===== src/rtl/unibus4_pkg.sv =====
// Shared types and constants for the 4-bit Unibus-style target.
package unibus4_pkg;
  localparam int U4_DATA_W = 4;
  localparam int U4_ADDR_W = 4;
  localparam int U4_NREGS  = 4;

  typedef enum logic [2:0] {
    U4_IDLE,
    U4_DESKEW,
    U4_ACCESS,
    U4_RESP,
    U4_IGNORE
  } u4_state_t;
endpackage


===== src/rtl/unibus4_regfile.sv =====
// Four-entry register bank: async clear, one write port, combinational read.
module unibus4_regfile
  import unibus4_pkg::*;
#(
  parameter int DATA_W = U4_DATA_W
) (
  input  logic                        clk,
  input  logic                        rst,
  input  logic                        i_we,
  input  logic [1:0]                  i_waddr,
  input  logic [DATA_W-1:0]           i_wdata,
  input  logic [1:0]                  i_raddr,
  output logic [DATA_W-1:0]           o_rdata,
  output logic [U4_NREGS*DATA_W-1:0]  o_regs
);
  logic [U4_NREGS-1:0][DATA_W-1:0] r_regs;

  always_ff @(posedge clk or posedge rst) begin
    if (rst)       r_regs          <= '0;
    else if (i_we) r_regs[i_waddr] <= i_wdata;
  end

  assign o_rdata = r_regs[i_raddr];
  assign o_regs  = r_regs;
endmodule


===== src/rtl/unibus4_target.sv =====
// Bus target: deskews msyn, decodes a 4-register window at BASE_ADDR and
// completes the four-phase msyn/ssyn handshake.
module unibus4_target
  import unibus4_pkg::*;
#(
  parameter int                DATA_W      = U4_DATA_W,
  parameter int                ADDR_W      = U4_ADDR_W,
  parameter logic [ADDR_W-1:0] BASE_ADDR   = ADDR_W'(8),
  parameter int                WAIT_CYCLES = 2
) (
  input  logic                          clk,
  input  logic                          rst,
  input  logic                          msyn,
  input  logic [ADDR_W-1:0]             bus_addr,
  input  logic                          bus_we,
  input  logic [DATA_W-1:0]             bus_wdata,
  output logic                          ssyn,
  output logic [DATA_W-1:0]             bus_rdata,
  output logic                          rdata_en,
  output logic [U4_NREGS*DATA_W-1:0]    regs_q,
  output logic                          wr_strobe
);
  // With WAIT_CYCLES=0 DESKEW is never entered, so the clamp is harmless.
  localparam logic [2:0] LAST_CNT = 3'(WAIT_CYCLES == 0 ? 0 : WAIT_CYCLES - 1);

  u4_state_t         r_state;
  logic [2:0]        r_cnt;
  logic              r_ssyn;
  logic              r_rdata_en;
  logic [DATA_W-1:0] r_rdata;
  logic              r_wr_strobe;

  logic              w_hit;
  logic              w_reg_we;
  logic [DATA_W-1:0] w_reg_rdata;

  assign w_hit    = (bus_addr[ADDR_W-1:2] == BASE_ADDR[ADDR_W-1:2]);
  assign w_reg_we = (r_state == U4_ACCESS) && msyn && w_hit && bus_we;

  unibus4_regfile #(.DATA_W(DATA_W)) u_regs (
    .clk     (clk),
    .rst     (rst),
    .i_we    (w_reg_we),
    .i_waddr (bus_addr[1:0]),
    .i_wdata (bus_wdata),
    .i_raddr (bus_addr[1:0]),
    .o_rdata (w_reg_rdata),
    .o_regs  (regs_q)
  );

  always_ff @(posedge clk or posedge rst) begin
    if (rst) begin
      r_state     <= U4_IDLE;
      r_cnt       <= '0;
      r_ssyn      <= 1'b0;
      r_rdata_en  <= 1'b0;
      r_rdata     <= '0;
      r_wr_strobe <= 1'b0;
    end else begin
      r_wr_strobe <= 1'b0;
      case (r_state)
        U4_IDLE: if (msyn) begin
          r_cnt   <= '0;
          r_state <= (WAIT_CYCLES == 0) ? U4_ACCESS : U4_DESKEW;
        end
        U4_DESKEW: begin
          r_cnt <= r_cnt + 3'd1;
          if (!msyn)                  r_state <= U4_IDLE;
          else if (r_cnt == LAST_CNT) r_state <= U4_ACCESS;
        end
        U4_ACCESS: begin
          if (!msyn) r_state <= U4_IDLE;
          else if (w_hit) begin
            r_ssyn  <= 1'b1;
            r_state <= U4_RESP;
            if (bus_we) r_wr_strobe <= 1'b1;
            else begin
              r_rdata_en <= 1'b1;
              r_rdata    <= w_reg_rdata;
            end
          end else r_state <= U4_IGNORE;
        end
        // Read data stays latched until the master releases msyn.
        U4_RESP: if (!msyn) begin
          r_ssyn     <= 1'b0;
          r_rdata_en <= 1'b0;
          r_rdata    <= '0;
          r_state    <= U4_IDLE;
        end
        U4_IGNORE: if (!msyn) r_state <= U4_IDLE;
        default: r_state <= U4_IDLE;
      endcase
    end
  end

  assign ssyn      = r_ssyn;
  assign rdata_en  = r_rdata_en;
  assign bus_rdata = r_rdata;
  assign wr_strobe = r_wr_strobe;
endmodule

===== config.mk =====
export PLATFORM = sky130hd
export DESIGN_NAME = unibus4_target
export DESIGN_NICKNAME = d
export VERILOG_FILES = /design/src/rtl/unibus4_pkg.sv /design/src/rtl/unibus4_regfile.sv /design/src/rtl/unibus4_target.sv
export SDC_FILE = /design/constraint.sdc
export NUM_CORES = 1
export LEC_CHECK = 0
export ABC_AREA = 1
export CAP_MARGIN = 0
export CORE_UTILIZATION = 42
export CTS_BUF_LIST = sky130_fd_sc_hd__clkbuf_4 sky130_fd_sc_hd__clkbuf_8
export CTS_CLUSTER_SIZE = 24
export DETAILED_ROUTE_END_ITERATION = 10
export GPL_ROUTABILITY_DRIVEN = 0
export PLACE_DENSITY = 0.66
export REMOVE_ABC_BUFFERS = 1
export SETUP_SLACK_MARGIN = 0.2
export SYNTH_ARGS = -nofsm -noshare
export SYNTH_HDL_FRONTEND = slang
export SYNTH_HIERARCHICAL = 1
export SYNTH_SLANG_ARGS = --single-unit

===== constraint.sdc =====
create_clock -name clk -period 1.88 [get_ports clk]
set_clock_uncertainty 0.15 [all_clocks]
set_input_delay 0.282 -clock clk [delete_from_list [all_inputs] [get_ports clk]]
set_output_delay 0.282 -clock clk [all_outputs]
set_load 0.02 [all_outputs]

# Word level (Yosys, flattened, before mapping)
# Cells that the tools add are included.
[totals]
register_bits = 29
in_bits = 12
out_inout_bits = 23
[op_classes]
add_sub_neg = 1
magnitude_cmp = 2
eq_ne = 13
muxes = 31
n_reduce_logical = 12
[ops]
columns = ["operator", "count"]
rows = [
  ["$mux 4", 6],
  ["$mux 3", 7],
  ["$bwmux 16", 1],
  ["$ne 2x2->1 const B", 6],
  ["$pmux 3 s4", 1],
  ["$mux 1", 10],
  ["$bmux 4 s2", 1],
  ["$demux 4 s2", 1],
  ["$pmux 4 s2", 1],
  ["$eq 3x1->1 const B", 2],
  ["$eq 3x2->1 const B", 2],
  ["$pmux 3 s2", 1],
  ["$reduce_and 5->1", 1],
  ["$logic_and 1x1->1", 4],
  ["$pmux 1 s2", 2],
  ["$reduce_and 4->1", 1],
  ["$reduce_bool 2->1", 2],
  ["$add 3x1->3 const B", 1],
  ["$eq 3x3->1 const B", 1],
  ["$logic_not 3->1", 1],
  ["$lt 2x3->1 const B", 1],
  ["$ne 3x3->1 const B", 1],
  ["$reduce_and 3->1", 1],
  ["$eq 2x2->1 const B", 1],
  ["other kinds (3)", 3],
]

# Longest topological paths before layout
# Gate-level depths: netlist of the first run.
[depth]
ltp_word = 6
ltp_mapped = 10
depth_no_buf = 8

# Hierarchy
# The synthesis of the first run kept the hierarchy.
[modules_own_cells]
columns = ["module", "n_inst", "cells_each", "area_each_um2", "seq_area_each_um2"]
rows = [
  ["unibus4_regfile", 1, 120, 879.6, 400.4],
  ["unibus4_target", 1, 107, 842.1, 325.3],
]

# Worst setup path before layout of the first run
# OpenSTA, ideal clock, no wires.
[synth_timing]
kind = "reg-to-reg"
start = "register r_state[0]"
end = "register u_regs.r_regs, in the netlist u_regs/o_regs[4]"
setup_time_ns = 0.065
arrival_ns = 1.376
required_time_ns = 1.665
slack_ns = 0.288
path_stages_with_launch = 11
cell_sequence = "dfrtp_1 -> buf_6 -> nor2_4 -> nand2_4 -> clkinv_4 -> nand2_2 -> nor2_1 -> buf_4 -> buf_2 -> nand4_1 -> nand2_1"
[synth_between]
elab_chain_cells = 4
[synth_lines]
columns = ["item", "line_no", "rtl"]
rows = [
  ["start: declaration", "unibus4_target.sv:26", "u4_state_t r_state;"],
  ["start signal: assignment", "unibus4_target.sv:64", "r_state <= (WAIT_CYCLES == 0) ? U4_ACCESS : U4_DESKEW;"],
  ["$eq 3x2->1", "unibus4_target.sv:38", "assign w_reg_we = (r_state == U4_ACCESS) && msyn && w_hit && bus_we;"],
  ["$logic_and 1x1->1 (3 in series)", "unibus4_target.sv:38", ""],
  ["net w_reg_we", "unibus4_target.sv:34", "logic w_reg_we;"],
  ["end signal: indexed assignment", "unibus4_regfile.sv:20", "else if (i_we) r_regs[i_waddr] <= i_wdata;"],
  ["end: declaration", "unibus4_regfile.sv:16", "logic [U4_NREGS-1:0][DATA_W-1:0] r_regs;"],
]
# The timed path passes the listed nets, and every way through them passes these cells.
# A chain may end at the register's enable or synchronous reset.

# Worst setup path after layout of the first run
[layout_timing]
start = "register r_wr_strobe, in the netlist wr_strobe"
end = "output port wr_strobe"
[layout_rtl]
columns = ["item", "line_no", "rtl"]
rows = [
  ["start: declaration", "unibus4_target.sv:31", "logic r_wr_strobe;"],
  ["start signal: assignment", "unibus4_target.sv:58", "r_wr_strobe <= 1'b0;"],
  ["start signal: assignment", "unibus4_target.sv:60", "r_wr_strobe <= 1'b0;"],
  ["start signal: assignment", "unibus4_target.sv:76", "if (bus_we) r_wr_strobe <= 1'b1;"],
  ["end: declaration", "unibus4_target.sv:21", "output logic wr_strobe"],
]
# No word-level cell between the ends.

==> results, run 1 <==
- The maximum fanout count along the critical path is 1.
- The max-cap check violation count is 0.
- The max-slew violation count was 0.
- Pin placement for this block handled 35 I/O pins.
- The worst-case headroom to the max-slew limit is 66.1%.
- After detailed routing, the average wire length per cell comes to between 10 and 15 microns.
- The core area is 3800 sq um.
- The overall routed net length is 3.82 mm.
- The synthesized netlist occupies a cell area of 1720 sq um.
- The number of nets in the layout is 294.
- Counting every sink on the clock net gives 29.
- The number of detailed-route iterations in the first pass is 5.
- The die is 66.0 microns tall.
- The floorplan has 22 rows.
- For the finished layout, the period the worst path requires is roughly 1600 ps.
- The initial utilization of the core area, before any placement, comes to 45.3%.
- The wire length of the first global-routing pass is 6.53 mm.
- The number of vias after detailed routing is between 1,500 and 2,000.
- After legalization and detailed placement, the total HPWL measured 2.87 mm.
- STA puts the critical path data required time at 1450 ps.
- The warning count from the yosys run is 6.
- The cell chosen for the clock root is sky130_fd_sc_hd__clkbuf_8.
- The highest cell delay on the worst timing path is 590 ps.
- The kind of cell adding the most delay to the critical path is buffers and inverters.
- For this design the ratio of total power to cell area is about 1200 nW/um^2.
- For the pin with the worst max-slew slack, the measured transition is 507 ps.
- The leakage power total is about 1.4 nW.
- The number of antenna violations at the first check in global routing came to 0.
- Setup repair after global routing could not meet its margin everywhere.
- After detailed routing, the number of remaining DRC violations is 0.
- The design draws 2.76 mW.
- The insertion delay of the later-clocked pin in the worst-skew pair is approximately 290 ps.
- On the critical path, the stage with the largest delay is an instance of sky130_fd_sc_hd__clkdlybuf4s50_1.
- The count of final setup violators is 0.
- The count of H-tree levels built during CTS is 2.
- Dividing the detail-routed via count by the number of cells gives 4.74.
- The post-synthesis area per instance is between 7 and 8 sq um.
- The number of synthesized register bits is 29.
- At the end of the flow the core is filled with cells to 61.1%.
- In this run the worst hold path is classified as input port to asynchronous set/reset pin.
- The maximum vdd ir drop is around 0.52 mV.
- The final clock period utilization by the worst path is between 80% and 90%.
- The worst-case clock buffer depth is 2.
- Ranked by total cell area, the synthesized netlist is headed by sky130_fd_sc_hd__dfrtp_1, sky130_fd_sc_hd__nand2_1, sky130_fd_sc_hd__inv_1.
- The count of nets left with antenna violations once routing finished came out at 0.
- The portion of the post-synthesis area used by sequential elements is 42.2%.
- The proportion of netlist area held by the largest area contributor is between 40% and 50%.
- The worst setup path is launched from a register.
- Across every metal layer, demand over resource in global routing totals 20.2%.
- The final design instance area without fill is 2320 sq um.
- The count of buffer and inverter cells on the critical path is 1.
- The area of the die is 4360 sq um.
- The violation count after the first detailed-routing iteration is 56.
- The signal on the critical path passes through clkdlybuf4s50_1.
- Counting distinct cell types in the post-synthesis netlist gives 26.
- Entering global routing, the biggest net connects 17 pins.
- The path type of the worst setup path is register to output port.
- In this run the cell area measured after placement is 2180 sq um.
- Summed over all instances, the cell type with the most area after synthesis is sky130_fd_sc_hd__dfrtp_1.
- The data arrival time of the worst path is 1210 ps.
- In this run the horizontal extent of the chip is between 60 and 70 microns.
- The fmax is 611 MHz.
- For this run the aggregate overflow at the end of global routing stands at 0.
- The number of hold-repair buffers added at the cts stage is 0.
- The number of global-route vias before repair was 1,379.
- The flow ran to the end, and the final reports show no timing, DRC or antenna violations.
- The post-route netlist has between 15 and 20% of its cells at a drive strength greater than 1.
- The number of failing hold endpoints at the final stage is 0.
- Relative to the synthesized area, the layout overhead comes to 34.9%.
- The element type at the critical path end is an output port.
- The TritonCTS clock tree is built.
- The number of antenna diodes in the final layout is 0.
- Port buffering added 34 buffers.
- The number of instances in the synthesized netlist is 227.
- The number of buffers inserted during clock tree synthesis is 5.
- The clock-pin transition on the worst setup and hold timing paths is 70 ps.
## power by group
| group | switching [mW] | internal, mW | leakage [nW] |
|---|---|---|---|
| combinational | 0.682 | 0.481 | 0.906 |
| clock | 0.241 | 0.446 | 0.0619 |
| sequential | 0.119 | 0.791 | 0.391 |
## layout make-up
type | instances | area (sq um)
repair buffers | 52 | 464
clock inverters | 1 | 30.0
well taps | 48 | 60.1
flip-flops and latches | 29 | 727
clock buffers | 7 | 90.1
inverters | 41 | 166
fillers | 363 | 1480
multi-input cells | 151 | 785
## worst paths after layout
| check | slack (ps) | depth (start not counted) | start | endpoint |
|---|---|---|---|---|
| max | 240 | 1 | wr_strobe | wr_strobe |
| min | 200 | 3 | rst | u_regs/o_regs[9] |
| max reg2reg | 290 | 9 | r_state[2] | u_regs/o_regs[12] |
| min reg2reg | 310 | 2 | rdata_en | rdata_en |
| max in group asynchronous | 1000 | 2 | rst | r_state[2] |
| min in group clk | 310 | 2 | rdata_en | rdata_en |
## kinds of logic (layout without fill, tap and decap cells)
group,count (synthesis),after routing,synth area share [%]
AOI/OAI and AO/OA,10,10,3.27
xor gates and xnor gates,1,1,0.509
buffers and inverters,47,101,12.4
DFF,29,29,42.2
and+or+nand+nor,137,137,39.6
adders and majority gates,2,2,1.45
muxes,1,1,0.581
## synthesized netlist by cell type, drive strengths merged
| cell | count |
|---|---|
| a21oi | 1 |
| buf | 6 |
| clkinv | 1 |
| dfrtp | 29 |
| ha | 2 |
| inv | 40 |
| mux2i | 1 |
| nand2 | 85 |
| nand3 | 26 |
| nand4 | 14 |
| nor2 | 12 |
| o21ai | 7 |
| o22ai | 2 |
| xnor2 | 1 |
## metal layers
metal	GRT usage [%]	part of all wire (%)	vias up
li1	-	-	818
met1	27.2	47	688
met2	30.2	46	44
met3	5.69	4.8	8
met4	8.78	1.8	0
met5	0	0	-
## state kept, by name, summed over array words and instances (netlist names)
name / flops
rdata_en: 1
u_regs/o_regs: 16
ssyn: 1
r_cnt: 3
r_state: 3
bus_rdata: 4
wr_strobe: 1
## cell usage in the layout, fill, tap and decap left out, types with 3 or more instances in the layout
master,count
sky130_fd_sc_hd__nand2_1,78
sky130_fd_sc_hd__inv_1,34
sky130_fd_sc_hd__dfrtp_1,28
sky130_fd_sc_hd__nand3_1,19
sky130_fd_sc_hd__dlygate4sd2_1,18
sky130_fd_sc_hd__buf_4,16
sky130_fd_sc_hd__nand4_1,14
sky130_fd_sc_hd__clkdlybuf4s50_1,12
sky130_fd_sc_hd__nor2_1,9
sky130_fd_sc_hd__clkbuf_8,6
sky130_fd_sc_hd__nand3_2,4
sky130_fd_sc_hd__nand2_2,4
sky130_fd_sc_hd__dlymetal6s2s_1,4
sky130_fd_sc_hd__o21ai_1,4
sky130_fd_sc_hd__inv_2,3
sky130_fd_sc_hd__nand2_4,3
sky130_fd_sc_hd__nand3_4,3
sky130_fd_sc_hd__inv_4,3
## metrics by stage
stage | setup slack (ps) | std cells | setup TNS, ps | hold slack, ps
2_1_floorplan | -212 | 221 | -3330 | 8.96
3_3_place_gp | 28.9 | 317 | 0 | 304
3_5_place_dp | 25.1 | 317 | 0 | 309
4_1_cts | 202 | 325 | 0 | 201
5_1_grt | 197 | 329 | 0 | 221
6_report | 242 | 329 | 0 | 195
## timing repair
action,CTS,global route
gates resized for setup,18,7
endpoints found under the setup margin,18,20
pin swaps,0,1
setup buffers,0,3
gates cloned,0,1
(Power assumes the default switching activity.)
==> run 2, diff against run 1 <==
HOLD_SLACK_MARGIN = 0.12   (was default)
MAX_ROUTING_LAYER = met4   (was default)
==> results, run 2 (synthesized netlist as in run 1, its figures left out) <==
- The mean number of vias per cell is 4.74 (about the same).
- The number of buffers inserted during clock tree synthesis is 5 (unchanged).
- The number of placed instances, taps included came to 317 (unchanged).
- The overall die height is 66.0 microns (unchanged).
- The count of buffer and inverter cells on the critical path is 1 (unchanged).
- The max-cap check violation count is 0 (unchanged).
- Setup repair after global routing could not meet its margin everywhere.
- The total cell area at the placement stage was 2180 sq um (unchanged).
- The insertion delay of the later-clocked pin in the worst-skew pair came to 290 ps (about the same).
- The fmax is 611 MHz (about the same).
- The remaining antenna violation count after routing is 0 (unchanged).
- The type of origin of the critical path is a register.
- The max-slew violation count came to 0 (unchanged).
- In the layout the commonest cells are sky130_fd_sc_hd__nand2_1, sky130_fd_sc_hd__inv_1, sky130_fd_sc_hd__dfrtp_1.
- The violation count after the first detailed-routing iteration was 59 (+5.4%).
- The TritonCTS sink count was 29 (unchanged).
- The number of antenna violations at the first check in global routing is 0 (unchanged).
- The most common library cell in the layout ignoring fill and taps is sky130_fd_sc_hd__nand2_1.
- The flow ran to the end, and the final reports show no timing, DRC or antenna violations.
- The leakage power total is 1.36 nW (unchanged).
- The number of failing hold endpoints at the final stage is 0 (unchanged).
- The cell type of the slowest stage on the worst timing path is sky130_fd_sc_hd__clkdlybuf4s50_1.
- The effective utilization at floorplan is 45.3% (unchanged).
- The slew at the pin with the worst max-slew slack is 507 ps (-0.217 ps).
- The class of the most critical hold timing path is input port to asynchronous set/reset pin.
- The number of inserted diodes is 0 (unchanged).
- The final design instance area without fill is 2320 sq um (unchanged).
- The clock-pin transition on the worst setup and hold timing paths was 70 ps (about the same).
- The critical path data required time is 1450 ps (about the same).
- The wire length of the first global-routing pass was 6.53 mm (+0.11%).
- The ratio of cells with drive above 1 in the final layout is 18.5% (unchanged).
- The kind of cell adding the most delay to the critical path is buffers and inverters.
- The area of the die is 4360 sq um (unchanged).
- The number of flip-flops in the largest register is 16 (unchanged).
- The number of vias after detailed routing came to 1,559 (+0.064%).
- The final hold slack is 195 ps (-0.147 ps).
- The core area came to 3800 sq um (unchanged).
- The number of ports placed on the die boundary is 35 (unchanged).
- The fill cell total of the finished layout is 363 (unchanged).
- The overall fraction of global-route tracks in use is 20.8% (+0.55 points).
- The post-place setup slack came to 25.1 ps (unchanged).
- The count of standard-cell rows is 22 (unchanged).
- The overall power of the completed layout is 2.76 mW (about the same).
- The worst-case headroom to the max-slew limit is 66.1% (about the same).
- The horizontal die dimension is 66.0 microns (unchanged).
- The path type of the worst setup path is register to output port.
- The number of nets in the layout is 294 (unchanged).
- The overall routed net length is 3.82 mm (about the same).
- The count of non-filler cells in the finished layout is 329 (unchanged).
- The quantity of I/O buffers inserted on ports is 34 (unchanged).
- The maximum fanout count along the critical path is 1 (unchanged).
- The data arrival time of the worst path was 1210 ps (about the same).
- The post-route DRC violation count came to 0 (unchanged).
- The maximum vdd ir drop came to 0.515 mV (about the same).
- The number of global-route vias before repair is 1,381 (+0.15%).
- The cell chosen for the clock root is sky130_fd_sc_hd__clkbuf_8.
- The highest cell delay on the worst timing path is 590 ps (about the same).
- The number of detailed-route iterations in the first pass is 5 (unchanged).
- The final clock period utilization by the worst path is 87.1% (about the same).
- The final critical delay including setup and external delays is 1640 ps (+0.158 ps).
- The post-synthesis to final-layout area growth is 34.9% (unchanged).
- The power per cell area came to 1190 nW/um^2 (about the same).
- The element type at the critical path end is an output port.
- The worst-case clock buffer depth is 2 (unchanged).
- The count of H-tree levels built during CTS is 2 (unchanged).
- The HPWL after detailed placement is 2.87 mm (unchanged).
- The worst-case setup margin in the final layout was 242 ps (-0.158 ps).
- The average wire per standard cell is 11.6 microns (about the same).
- TritonCTS built the clock tree.
- The pin count of the biggest net entering global routing was 17 (unchanged).
- The signal on the critical path passes through clkdlybuf4s50_1.
- The count of final setup violators is 0 (unchanged).
- The aggregate global routing overflow is 0 (unchanged).
- The number of hold-repair buffers added at the cts stage is 0 (unchanged).
-- run 2: cell counts in the layout (fill, tap and decap cells not counted) --
No cell type changed its count.
-- run 2: metrics by stage --
stage / util [%] / TNS (ps)
2_1_floorplan: - / -3330
3_3_place_gp: 57.4 / 0
3_5_place_dp: 57.4 / 0
4_1_cts: 59.9 / 0
5_1_grt: 61.1 / 0
6_report: 61.1 / 0
-- run 2: per-layer routing --
layer,track usage [%],part of all wire (%)
met5,-,0
met2,30.2,46
met3,5.69,4.5
met1,27.2,48
met4,8.78,1.8
-- run 2: cell type report --
cell class	instances	area [sq um]	area share [%]
well taps	48	60.1	2.59
multi-input cells	151	785	33.8
inverters	41	166	7.17
flip-flops and latches	29	727	31.3
clock inverters	1	30.0	1.29
repair buffers	52	464	20.0
clock buffers	7	90.1	3.88
-- run 2: worst paths after layout --
path / start / endpoint / slack, ps / cells after the start
setup / recovery: wr_strobe / wr_strobe / 240 / 1
hold / removal: rst / u_regs/o_regs[9] / 200 / 3
setup reg to reg: r_state[2] / u_regs/o_regs[12] / 280 / 9
hold reg to reg: rdata_en / rdata_en / 310 / 2
max in group asynchronous: rst / r_state[2] / 1000 / 2
min in group clk: rdata_en / rdata_en / 310 / 2
-- run 2: worst min-delay path, delay by kind of cell --
family | cells | cell delay, ps
buf+inv | 3 | 710
-- run 2: where the power goes --
group	switching, mW	leakage, nW	total (mW)	internal (mW)
registers	0.119	0.391	0.909	0.791
clock network	0.241	0.0619	0.687	0.446
logic	0.683	0.906	1.16	0.481
total	1.04	1.36	2.76	1.72
-- run 2: repair_timing --
action	4_1_cts	5_1_grt
gates cloned	0	1
resized for setup	18	7
endpoints found under the setup margin	18	20
pin swaps	0	1
setup buffers	0	3
==> run 3, diff against run 2 <==
SKIP_LAST_GASP = 1   (was default)
==> results of run 3 <==
Same layout as run 2: the final DEF is identical, and so are final timing and power.
